===== src/rtl/robo_pkg.sv =====
// ============================================================================
// robo_pkg
// Shared types and constants for the wall-following robot controller.
// Revision: 1.0
// ============================================================================
`default_nettype none

package robo_pkg;

  // Controller run phases
  typedef enum logic [1:0] {
    ST_IDLE  = 2'd0,
    ST_SENSE = 2'd1,
    ST_ISSUE = 2'd2,
    ST_DONE  = 2'd3
  } state_e;

  // Reason the last run ended
  localparam logic [1:0] STOP_NONE  = 2'd0;
  localparam logic [1:0] STOP_LIMIT = 2'd1;
  localparam logic [1:0] STOP_STUCK = 2'd2;
  localparam logic [1:0] STOP_ABORT = 2'd3;

  // Action kinds offered to the world-model memory
  typedef enum logic [1:0] {
    ACT_NONE   = 2'd0,
    ACT_FWD    = 2'd1,
    ACT_TURN   = 2'd2,
    ACT_REMOVE = 2'd3
  } action_e;

  // Rotation direction and removal target encodings
  localparam logic DIR_LEFT  = 1'b0;
  localparam logic DIR_RIGHT = 1'b1;
  localparam logic REM_UNDER = 1'b0;
  localparam logic REM_AHEAD = 1'b1;

endpackage

`default_nettype wire


===== src/rtl/robo_decide.sv =====
// ============================================================================
// robo_decide
// Combinational wall-follower decision: picks one action from the sensor
// snapshot, the followed side and whether the robot already turned toward it.
// Revision: 1.0
// ============================================================================
`default_nettype none

module robo_decide
  import robo_pkg::*;
(
  input  logic    i_head,
  input  logic    i_side,
  input  logic    i_under,
  input  logic    i_barrier,
  input  logic    i_mode,
  input  logic    i_turned,
  output action_e o_action,
  output logic    o_dir,
  output logic    o_rem_ahead,
  output logic    o_turned
);

  // Priority chain: trash first, then hug the wall, then advance, clear, or turn away
  always_comb begin
    o_action    = ACT_NONE;
    o_dir       = DIR_LEFT;
    o_rem_ahead = REM_UNDER;
    o_turned    = i_turned;
    if (i_under) begin
      o_action = ACT_REMOVE;
    end else if (!i_side && !i_turned) begin
      // Only one turn toward an open side until the robot moves again
      o_action = ACT_TURN;
      o_dir    = i_mode;
      o_turned = 1'b1;
    end else if (!i_head) begin
      o_action = ACT_FWD;
      o_turned = 1'b0;
    end else if (i_barrier) begin
      o_action    = ACT_REMOVE;
      o_rem_ahead = REM_AHEAD;
    end else begin
      o_action = ACT_TURN;
      o_dir    = ~i_mode;
    end
  end

endmodule

`default_nettype wire


===== src/rtl/robo_ctrl.sv =====
// ============================================================================
// robo_ctrl
// Wall-following robot controller: run FSM, action handshake with the
// world-model memory, step budget, stuck detection, abort and counters.
// Revision: 1.0
// ============================================================================
`default_nettype none

module robo_ctrl
  import robo_pkg::*;
#(
  parameter int STEP_W    = 16,
  parameter int TRASH_W   = 8,
  parameter int MAX_TURNS = 4
) (
  input  logic               clock,
  input  logic               reset,
  input  logic               start,
  input  logic               abort,
  input  logic               mode,
  input  logic [STEP_W-1:0]  step_limit,
  input  logic               sens_valid,
  input  logic               head,
  input  logic               side,
  input  logic               under,
  input  logic               barrier,
  output logic               act_valid,
  input  logic               act_ready,
  output logic               avancar,
  output logic               girar,
  output logic               girar_dir,
  output logic               remover,
  output logic               rem_ahead,
  output logic               busy,
  output logic               done,
  output logic [1:0]         stop_cause,
  output logic [STEP_W-1:0]  steps,
  output logic [TRASH_W-1:0] trash_cnt
);

  localparam int              TC_W        = $clog2(MAX_TURNS + 1);
  localparam logic [TC_W-1:0] C_MAX_TURNS = TC_W'(MAX_TURNS);

  state_e              r_state,    w_state;
  logic                r_mode,     w_mode;
  logic [STEP_W-1:0]   r_limit,    w_limit;
  logic                r_turned,   w_turned;
  logic [TC_W-1:0]     r_turn_cnt, w_turn_cnt;
  logic [STEP_W-1:0]   r_steps,    w_steps;
  logic [TRASH_W-1:0]  r_trash,    w_trash;
  logic [1:0]          r_cause,    w_cause;
  logic                r_avancar,  w_avancar;
  logic                r_girar,    w_girar;
  logic                r_dir,      w_dir;
  logic                r_remover,  w_remover;
  logic                r_rem_ahead, w_rem_ahead;
  logic                r_act_valid;
  logic                r_busy;
  logic                r_done;

  logic [STEP_W-1:0]   w_steps_inc;
  logic [TC_W-1:0]     w_turns_inc;
  logic                w_accept;
  action_e             w_dec_action;
  logic                w_dec_dir;
  logic                w_dec_rem_ahead;
  logic                w_dec_turned;

  assign w_accept = r_act_valid & act_ready;

  robo_decide u_decide (
    .i_head      (head),
    .i_side      (side),
    .i_under     (under),
    .i_barrier   (barrier),
    .i_mode      (r_mode),
    .i_turned    (r_turned),
    .o_action    (w_dec_action),
    .o_dir       (w_dec_dir),
    .o_rem_ahead (w_dec_rem_ahead),
    .o_turned    (w_dec_turned)
  );

  // Next-state, counter and action-line computation
  always_comb begin
    w_state     = r_state;
    w_mode      = r_mode;
    w_limit     = r_limit;
    w_turned    = r_turned;
    w_turn_cnt  = r_turn_cnt;
    w_steps     = r_steps;
    w_trash     = r_trash;
    w_cause     = r_cause;
    w_avancar   = r_avancar;
    w_girar     = r_girar;
    w_dir       = r_dir;
    w_remover   = r_remover;
    w_rem_ahead = r_rem_ahead;
    w_steps_inc = r_steps + STEP_W'(1);
    w_turns_inc = r_turn_cnt + TC_W'(1);
    case (r_state)
      ST_IDLE: begin
        if (start) begin
          w_state    = ST_SENSE;
          w_mode     = mode;
          w_limit    = step_limit;
          w_steps    = '0;
          w_trash    = '0;
          w_cause    = STOP_NONE;
          w_turned   = 1'b0;
          w_turn_cnt = '0;
        end
      end
      ST_SENSE: begin
        if (abort) begin
          w_state = ST_DONE;
          w_cause = STOP_ABORT;
        end else if (sens_valid) begin
          w_state     = ST_ISSUE;
          w_avancar   = (w_dec_action == ACT_FWD);
          w_girar     = (w_dec_action == ACT_TURN);
          w_remover   = (w_dec_action == ACT_REMOVE);
          w_dir       = w_dec_dir;
          w_rem_ahead = w_dec_rem_ahead;
          w_turned    = w_dec_turned;
        end
      end
      ST_ISSUE: begin
        if (w_accept) begin
          w_state = ST_SENSE;
          if (r_avancar) begin
            w_steps    = w_steps_inc;
            w_turn_cnt = '0;
            if ((r_limit != '0) && (w_steps_inc == r_limit)) begin
              w_state = ST_DONE;
              w_cause = STOP_LIMIT;
            end
          end else if (r_girar) begin
            w_turn_cnt = w_turns_inc;
            if (w_turns_inc == C_MAX_TURNS) begin
              w_state = ST_DONE;
              w_cause = STOP_STUCK;
            end
          end else if (r_remover && !r_rem_ahead && (r_trash != {TRASH_W{1'b1}})) begin
            w_trash = r_trash + TRASH_W'(1);
          end
          // The accepted action still counts, but abort names the cause
          if (abort) begin
            w_state = ST_DONE;
            w_cause = STOP_ABORT;
          end
        end else if (abort) begin
          w_state = ST_DONE;
          w_cause = STOP_ABORT;
        end
      end
      ST_DONE: begin
        w_state = ST_IDLE;
      end
      default: begin
        w_state = ST_IDLE;
      end
    endcase
    // Action lines are only meaningful while an action is offered
    if (w_state != ST_ISSUE) begin
      w_avancar   = 1'b0;
      w_girar     = 1'b0;
      w_remover   = 1'b0;
      w_dir       = 1'b0;
      w_rem_ahead = 1'b0;
    end
  end

  // State and registered-output update
  always_ff @(posedge clock or negedge reset) begin
    if (!reset) begin
      r_state     <= ST_IDLE;
      r_mode      <= 1'b0;
      r_limit     <= '0;
      r_turned    <= 1'b0;
      r_turn_cnt  <= '0;
      r_steps     <= '0;
      r_trash     <= '0;
      r_cause     <= STOP_NONE;
      r_avancar   <= 1'b0;
      r_girar     <= 1'b0;
      r_dir       <= 1'b0;
      r_remover   <= 1'b0;
      r_rem_ahead <= 1'b0;
      r_act_valid <= 1'b0;
      r_busy      <= 1'b0;
      r_done      <= 1'b0;
    end else begin
      r_state     <= w_state;
      r_mode      <= w_mode;
      r_limit     <= w_limit;
      r_turned    <= w_turned;
      r_turn_cnt  <= w_turn_cnt;
      r_steps     <= w_steps;
      r_trash     <= w_trash;
      r_cause     <= w_cause;
      r_avancar   <= w_avancar;
      r_girar     <= w_girar;
      r_dir       <= w_dir;
      r_remover   <= w_remover;
      r_rem_ahead <= w_rem_ahead;
      r_act_valid <= (w_state == ST_ISSUE);
      r_busy      <= (w_state != ST_IDLE);
      r_done      <= (w_state == ST_DONE);
    end
  end

  assign act_valid  = r_act_valid;
  assign avancar    = r_avancar;
  assign girar      = r_girar;
  assign girar_dir  = r_dir;
  assign remover    = r_remover;
  assign rem_ahead  = r_rem_ahead;
  assign busy       = r_busy;
  assign done       = r_done;
  assign stop_cause = r_cause;
  assign steps      = r_steps;
  assign trash_cnt  = r_trash;

endmodule

`default_nettype wire


===== config.mk =====
export PLATFORM = sky130hd
export DESIGN_NAME = robo_ctrl
export DESIGN_NICKNAME = d
export VERILOG_FILES = /design/src/rtl/robo_pkg.sv /design/src/rtl/robo_decide.sv /design/src/rtl/robo_ctrl.sv
export SDC_FILE = /design/constraint.sdc
export NUM_CORES = 1
export LEC_CHECK = 0
export CORE_MARGIN = 2
export CORE_UTILIZATION = 51
export DETAILED_ROUTE_END_ITERATION = 7
export PLACE_DENSITY_LB_ADDON = 0.2
export SLEW_MARGIN = 20
export SYNTH_ARGS = -nofsm -noshare
export SYNTH_HDL_FRONTEND = slang
export SYNTH_SLANG_ARGS = --single-unit
export TNS_END_PERCENT = 50

===== constraint.sdc =====
create_clock -name clock -period 6.72 [get_ports clock]
set_input_delay 0.672 -clock clock [delete_from_list [all_inputs] [get_ports clock]]
set_output_delay 0.672 -clock clock [all_outputs]
set_load 0.02 [all_outputs]

==> results of run 1 <==
worst paths after layout:
path                               startpoint       endpoint  slack (ns)  depth (start not counted)
max in group asynchronous               reset      act_valid        5.78                          2
min in group clock              stop_cause[0]  stop_cause[0]        0.52                          1
worst max register to register     r_state[0]      steps[10]        3.77                          7
worst min register to register  stop_cause[0]  stop_cause[0]        0.52                          1
worst min-delay path                    reset   trash_cnt[3]        0.48                          2
worst max-delay path               r_state[0]      steps[10]        3.77                          7
layout make-up:
class / instances / share of cell area
clock buffers: 12 / 0.0388
clock inverters: 4 / 0.0229
repair buffers: 61 / 0.142
flip-flops and latches: 57 / 0.335
inverters: 11 / 0.00969
well taps: 77 / 0.0226
multi-input cells: 279 / 0.430
cell families (layout without fill, tap and decap cells):
group / after synthesis / count (layout) / share of synthesized area
XOR/XNOR: 27 / 27 / 0.0700
AO/OA/AOI/OAI: 99 / 99 / 0.184
buffers and inverters: 27 / 88 / 0.0356
adder cells (fa/ha/maj): 7 / 7 / 0.0259
multiplexers: 22 / 22 / 0.0722
AND/OR/NAND/NOR: 124 / 124 / 0.190
flip-flops: 57 / 57 / 0.422
flip-flops by register name, summed over array words and instances (netlist names):
signal	flops
busy	1
r_turn_cnt	3
girar_dir	1
act_valid	1
r_limit	16
r_turned	1
avancar	1
stop_cause	2
trash_cnt	8
remover	1
done	1
r_mode	1
r_state	2
rem_ahead	1
steps	16
girar	1
power by group:
group | internal [mW] | leakage, nW | total [mW] | switching [mW]
Sequential | 0.421 | 0.749 | 0.510 | 0.0884
Combinational | 0.211 | 0.862 | 0.457 | 0.246
Clock | 0.277 | 0.129 | 0.414 | 0.137
Total | 0.910 | 1.74 | 1.38 | 0.472
per-stage QoR:
step	setup WS (ns)	total power, mW	area, um2
2_1_floorplan	4.24	0.836	3380
3_3_place_gp	3.50	0.953	4000
3_5_place_dp	3.46	0.968	4000
4_1_cts	3.78	1.39	4260
5_1_grt	3.46	1.46	4260
6_report	3.77	1.38	4260
layer usage:
metal | vias to the layer above | track usage | wire (um)
li1 | 1458 | - | -
met1 | 1480 | 0.341 | 3740
met2 | 111 | 0.362 | 3640
met3 | 10 | 0.0389 | 465
met4 | 0 | 0.0808 | 104
met5 | - | 0 | 0
placed cells by master (no fill, tap or decap), types with 4 or more instances in the layout:
| cell type | netlist | routed |
|---|---|---|
| a211oi_1 | 4 | 4 |
| a21oi_1 | 19 | 19 |
| a31oi_1 | 5 | 5 |
| and3_1 | 5 | 5 |
| clkbuf_8 | 0 | 12 |
| clkdlybuf4s50_1 | 0 | 59 |
| dfrtp_1 | 57 | 57 |
| ha_1 | 7 | 7 |
| inv_1 | 10 | 10 |
| mux2_2 | 18 | 18 |
| nand2_1 | 21 | 21 |
| nand3_1 | 14 | 14 |
| nand4_1 | 10 | 10 |
| nor2_1 | 31 | 31 |
| nor2b_1 | 5 | 5 |
| nor3_1 | 13 | 13 |
| nor4_1 | 7 | 7 |
| o21ai_0 | 34 | 34 |
| o21ai_1 | 5 | 5 |
| o31ai_1 | 11 | 11 |
| or3_1 | 4 | 4 |
| xnor2_1 | 11 | 11 |
| xor2_1 | 16 | 16 |
==> reports/summary.txt, run 1 <==
Status: completed
Final GP Congestion: 0.879
Max Clock Skew: 0.00700 ns
Maximum VDD drop: 0.239 mV
Final Cycle Share: 0.438
Worst skew pair latency: 0.33 ns
Synth top area cells: dfrtp_1 42%, mux2_2 6.0%, o21ai_0 5.0%
Final setup fails: 0
Antenna Diode Count: 0
Max cap viols: 0
Dominant cell type by area after synthesis: dfrtp_1
Slowest CP cell: nor3_1
Post-layout util: 0.667
Worst Hold Class: in2async
Post-CTS Hold Fix Bufs: 0
RSZ-0062 raised after global routing: no
Overflow after GRT: 0
Leakage Power: 1.74 nW
Synthesized area per cell: 9.30 um2
Vias: 3059
Die height: 85.4 um
Synthesized net count: 397
WL per Instance: 15.9 um
Slew @ Worst Pin: 0.984 ns
PwrDens: 324 mW/mm2
H-Tree Depth: 3
Max clock buf depth: 2
Worst setup SP type: flip-flop
Setup bufs post-CTS: 0
First-pass DRT Iterations: 5
TritonCTS clock tree: done
Initial antenna violation count: 0
CP cell instances: inv_1, ha_1, nand3_1, nor3_1, nor2_1, o21ai_0, o31ai_1
WP buf/inv: 1
#FFs+latches synth: 57
Nets: 453
CTS Sinks: 57
Final std cells w/o fill: 501
Initial core utilization: 0.529
Largest net degree at the start of global routing: 58
DRT Wirelength: 7950 um
Max frequency: 0.339 GHz
Die area: 0.00729 mm2
Crit path kind: reg2reg
Worst stage delay on the critical path: 0.73 ns
Mapped cell area: 0.00338 mm2
Seq/Total Area, Yosys: 0.422
Asr flop ratio synth: 1.00
Most frequent cell after synthesis: dfrtp_1
Worst setup EP type: flip-flop
Final hold slack: 0.477 ns
Initial DRC Count: 199
Core Area: 0.00639 mm2
Most used DFF post-synth: dfrtp_1
Yosys cell types: 51
IO Count: 61
Register area: 0.00143 mm2
Slew Viols, Final: 0
DP Wirelength: 5610 um
Clock Pin Slew Worst Setup and Hold Paths: 0.07 ns
Crit Path Max Fanout: 15
Fillers: 522
Mapped Cells: 363
Die width: 85.4 um
Root buffer cell: clkbuf_8
Slew margin rel.: 0.342
Top delay family on crit path: simple AND/OR/NAND/NOR gates
Global-route wire length before repair: 13700 um
Antenna viol nets, final: 0
EDFF count, synth: 0
DRC: 0
Post-route setup TNS: 0 ns
Final Hold Viols: 0
Total GRT Usage: 0.236
Tmin final: 2.95 ns
PostCTS Resize Cnt: 0
Layout cells sized above 1: 0.101
Vias per cell: 6.11
Vias in the first global route: 2881
CTS Buf Count: 9
Synth top cells by count: 57 x dfrtp_1, 34 x o21ai_0, 31 x nor2_1, 21 x nand2_1, 19 x a21oi_1
Port bufs: 60
Req. time, crit path: 6.90 ns
# rows: 29
Multi-input gate area in the final layout: 0.00183 mm2
WP data arrival: 3.13 ns
Area grow syn2layout: 26.2%
DP Cell Count: 485
Ys Warns: 0
Top-area cell type share of the netlist area: 0.422
(Power assumes the default switching activity.)
==> inputs of run 2 (changes only) <==
Settings changed: CORE_UTILIZATION 51 to 48.
Clock period 6.72 ns to 2.7 ns, I/O delays scaled along.
==> run 2 against run 1 <==
Cell area up 1.7%. Sequential cell count unchanged. Utilization fell by 2.9 points. Largest power group unchanged.
==> reports/summary.txt, run 2 (synthesized netlist as in run 1, its figures left out) <==
Status: completed
R2R setup slack: 0.17 ns (-3.60 ns)
Multi-input gate area in the final layout: 0.00184 mm2 (+0.55%)
Vias: 3035 (-0.78%)
Die area: 0.00772 mm2 (+6.0%)
Final Cycle Share: 0.937 (+0.499)
Most frequent cells in the layout: 59 x clkdlybuf4s50_1, 56 x dfrtp_1, 34 x o21ai_0, 31 x nor2_1, 21 x nand2_1
Crit. path cell count: 9 (+2)
Post-CTS Hold Fix Bufs: 0 (unchanged)
Top delay family on crit path: simple AND/OR/NAND/NOR gates
Worst stage delay on the critical path: 0.43 ns (-0.30 ns)
Crit Path Max Fanout: 9 (-6)
Int Power: 2.04 mW (+120%)
Register area: 0.00143 mm2 (about the same)
IO Count: 61 (unchanged)
Largest net degree at the start of global routing: 41 (-29%)
Net switching power: 1.20 mW (+150%)
Slew margin rel.: 0.386 (+0.0440)
RSZ-0062 raised after global routing: no
Max cap viols: 0 (unchanged)
Clock Pin Slew Worst Setup and Hold Paths: 0.07 ns (about the same)
Slew @ Worst Pin: 0.921 ns (-0.0632 ns)
R2R cell count: 9 (+2)
Reg-to-Reg Start: steps[1]
Max clock buf depth: 2 (unchanged)
Initial core utilization: 0.497 (-0.0317)
Fillers: 589 (+13%)
CP endpoint: girar_dir
Overflow after GRT: 0 (unchanged)
Most frequent CP cell: nand4_1
Clock power frac: 0.249 (-0.051)
Slew Viols, Final: 0 (unchanged)
Most common cell after layout, fill and taps aside: clkdlybuf4s50_1
Die height: 87.9 um (+2.9%)
CTS Sinks: 57 (unchanged)
Maximum VDD drop: 0.572 mV (+140%)
Sw Ratio: 0.371 (+0.0295)
Die width: 87.9 um (+2.9%)
Area grow syn2layout: 28.3%
CP cell instances: ha_2, nand4_1, buf_4, or3_1, o21ai_1, o21a_1, nand4_1, a21o_1, nor3_1
Crit path kind: reg2reg
Core Area: 0.00679 mm2 (+6.4%)
WL per Instance: 15.9 um (+0.40%)
Final GP Congestion: 0.887 (+0.86%)
Worst Hold Class: in2async
Layout cells sized above 1: 0.137 (+0.0356)
WP data arrival: 2.79 ns (-0.34 ns)
Worst setup SP type: flip-flop
Vias per cell: 5.68 (-6.9%)
Leakage Power: 1.77 nW (+1.9%)
Antenna viol nets, final: 0 (unchanged)
Global-route wire length before repair: 14000 um (+1.8%)
Worst Setup SP: steps[1]
DRT Wirelength: 8510 um (+7.0%)
# rows: 30 (+3.4%)
Final Hold Viols: 0 (unchanged)
Worst skew pair latency: 0.35 ns (+0.02 ns)
Final hold slack: 0.0609 ns (-0.416 ns)
Max frequency: 0.395 GHz (+16%)
Post-route setup TNS: 0 ns (unchanged)
Slowest CP cell: dfrtp_1
Initial antenna violation count: 0 (unchanged)
Total GRT Usage: 0.238 (+0.00247)
Pwr Total: 3.24 mW (+130%)
Placed inst area: 0.00412 mm2 (+3.0%)
Logic pwr share: 0.361 (+0.030)
Final setup fails: 0 (unchanged)
Root buffer cell: clkbuf_8
Setup slack at placement: 0.117 ns (-3.34 ns)
Worst setup EP type: flip-flop
Vias in the first global route: 2819 (-2.2%)
First-pass DRT Iterations: 6 (+1)
Req. time, crit path: 2.96 ns (-3.94 ns)
Seq pwr share: 0.390 (+0.021)
Reg2reg end: girar_dir
Post-route cell area: 0.00433 mm2 (+1.7%)
DRC: 0 (unchanged)
Max Clock Skew: 0.00937 ns (+0.00237 ns)
Nets: 467 (+3.1%)
TritonCTS clock tree: done
WP buf/inv: 1 (unchanged)
Antenna Diode Count: 0 (unchanged)
H-Tree Depth: 3 (unchanged)
Port bufs: 60 (unchanged)
CTS Buf Count: 9 (unchanged)
DP Wirelength: 6250 um (+11%)
PwrDens: 748 mW/mm2 (+130%)
Initial DRC Count: 168 (-16%)
Tmin final: 2.53 ns (-0.416 ns)
Min setup slack post-route: 0.169 ns (-3.60 ns)
## run 2: changes by cell type in the layout (fill, tap and decap cells not counted), sizes merged
| cell | previous run | this run |
|---|---|---|
| clkinv | 0 | 2 |
| buf | 2 | 16 |
| clkinvlp | 1 | 2 |
| clkbuf | 12 | 11 |
| bufinv | 3 | 1 |
## run 2: timing repair
action                                 CTS  global route
setup buffers                            0             1
setup endpoints to repair                0             8
resized for setup                        0             4
endpoints found under the hold margin    0             0
## run 2: worst register-to-register path, cell delays in order (launching register included)
cell and delay [ns]:
dfrtp_1 0.43, ha_2 0.26, nand4_1 0.18, buf_4 0.21, or3_1 0.41, o21ai_1 0.14
o21a_1 0.17, nand4_1 0.12, a21o_1 0.31, nor3_1 0.23
## run 2: area by class of cell
class                      count  area share
sequential                    57       0.329
tap                           96      0.0277
timing repair buffer          75       0.163
multi-input combinational    279       0.425
inverter                      11     0.00953
clock buffer                  11      0.0326
clock inverter                 5      0.0127
## run 2: layer usage
layer,vias up,part of all wire,wire length [um],GRT usage
met1,1433,0.45,3860,0.310
met2,92,0.47,3990,0.370
met4,0,0.026,221,0.103
met5,-,0,0,0
li1,1490,-,-,-
met3,20,0.051,438,0.0707
## run 2: worst min path at each step
| stage | start | to | slack [ns] |
|---|---|---|---|
| final | reset | steps[4] | 0.06 |
| after global routing | reset | r_mode | 0.13 |
| after CTS | reset | steps[4] | 0.09 |
| after detailed placement | reset | steps[2] | 0.46 |
| after global placement | reset | steps[5] | 0.45 |
| after floorplan | reset | act_valid | -0.03 |
## run 2: power by group through the flow
stage               combinational [mW]  clock, mW  sequential (mW)
finish                            1.17      0.806             1.27
global route                      1.29      0.875             1.30
CTS                               1.18      0.824             1.26
detailed placement                1.17          0             1.27
global placement                  1.15          0             1.28
floorplan                        0.828          0             1.25
## run 2: stage by stage
stage | instances | utilization
CTS | 533 | 0.635
global placement | 517 | 0.606
detailed placement | 517 | 0.606
finish | 534 | 0.638
floorplan | 363 | -
global route | 534 | 0.638
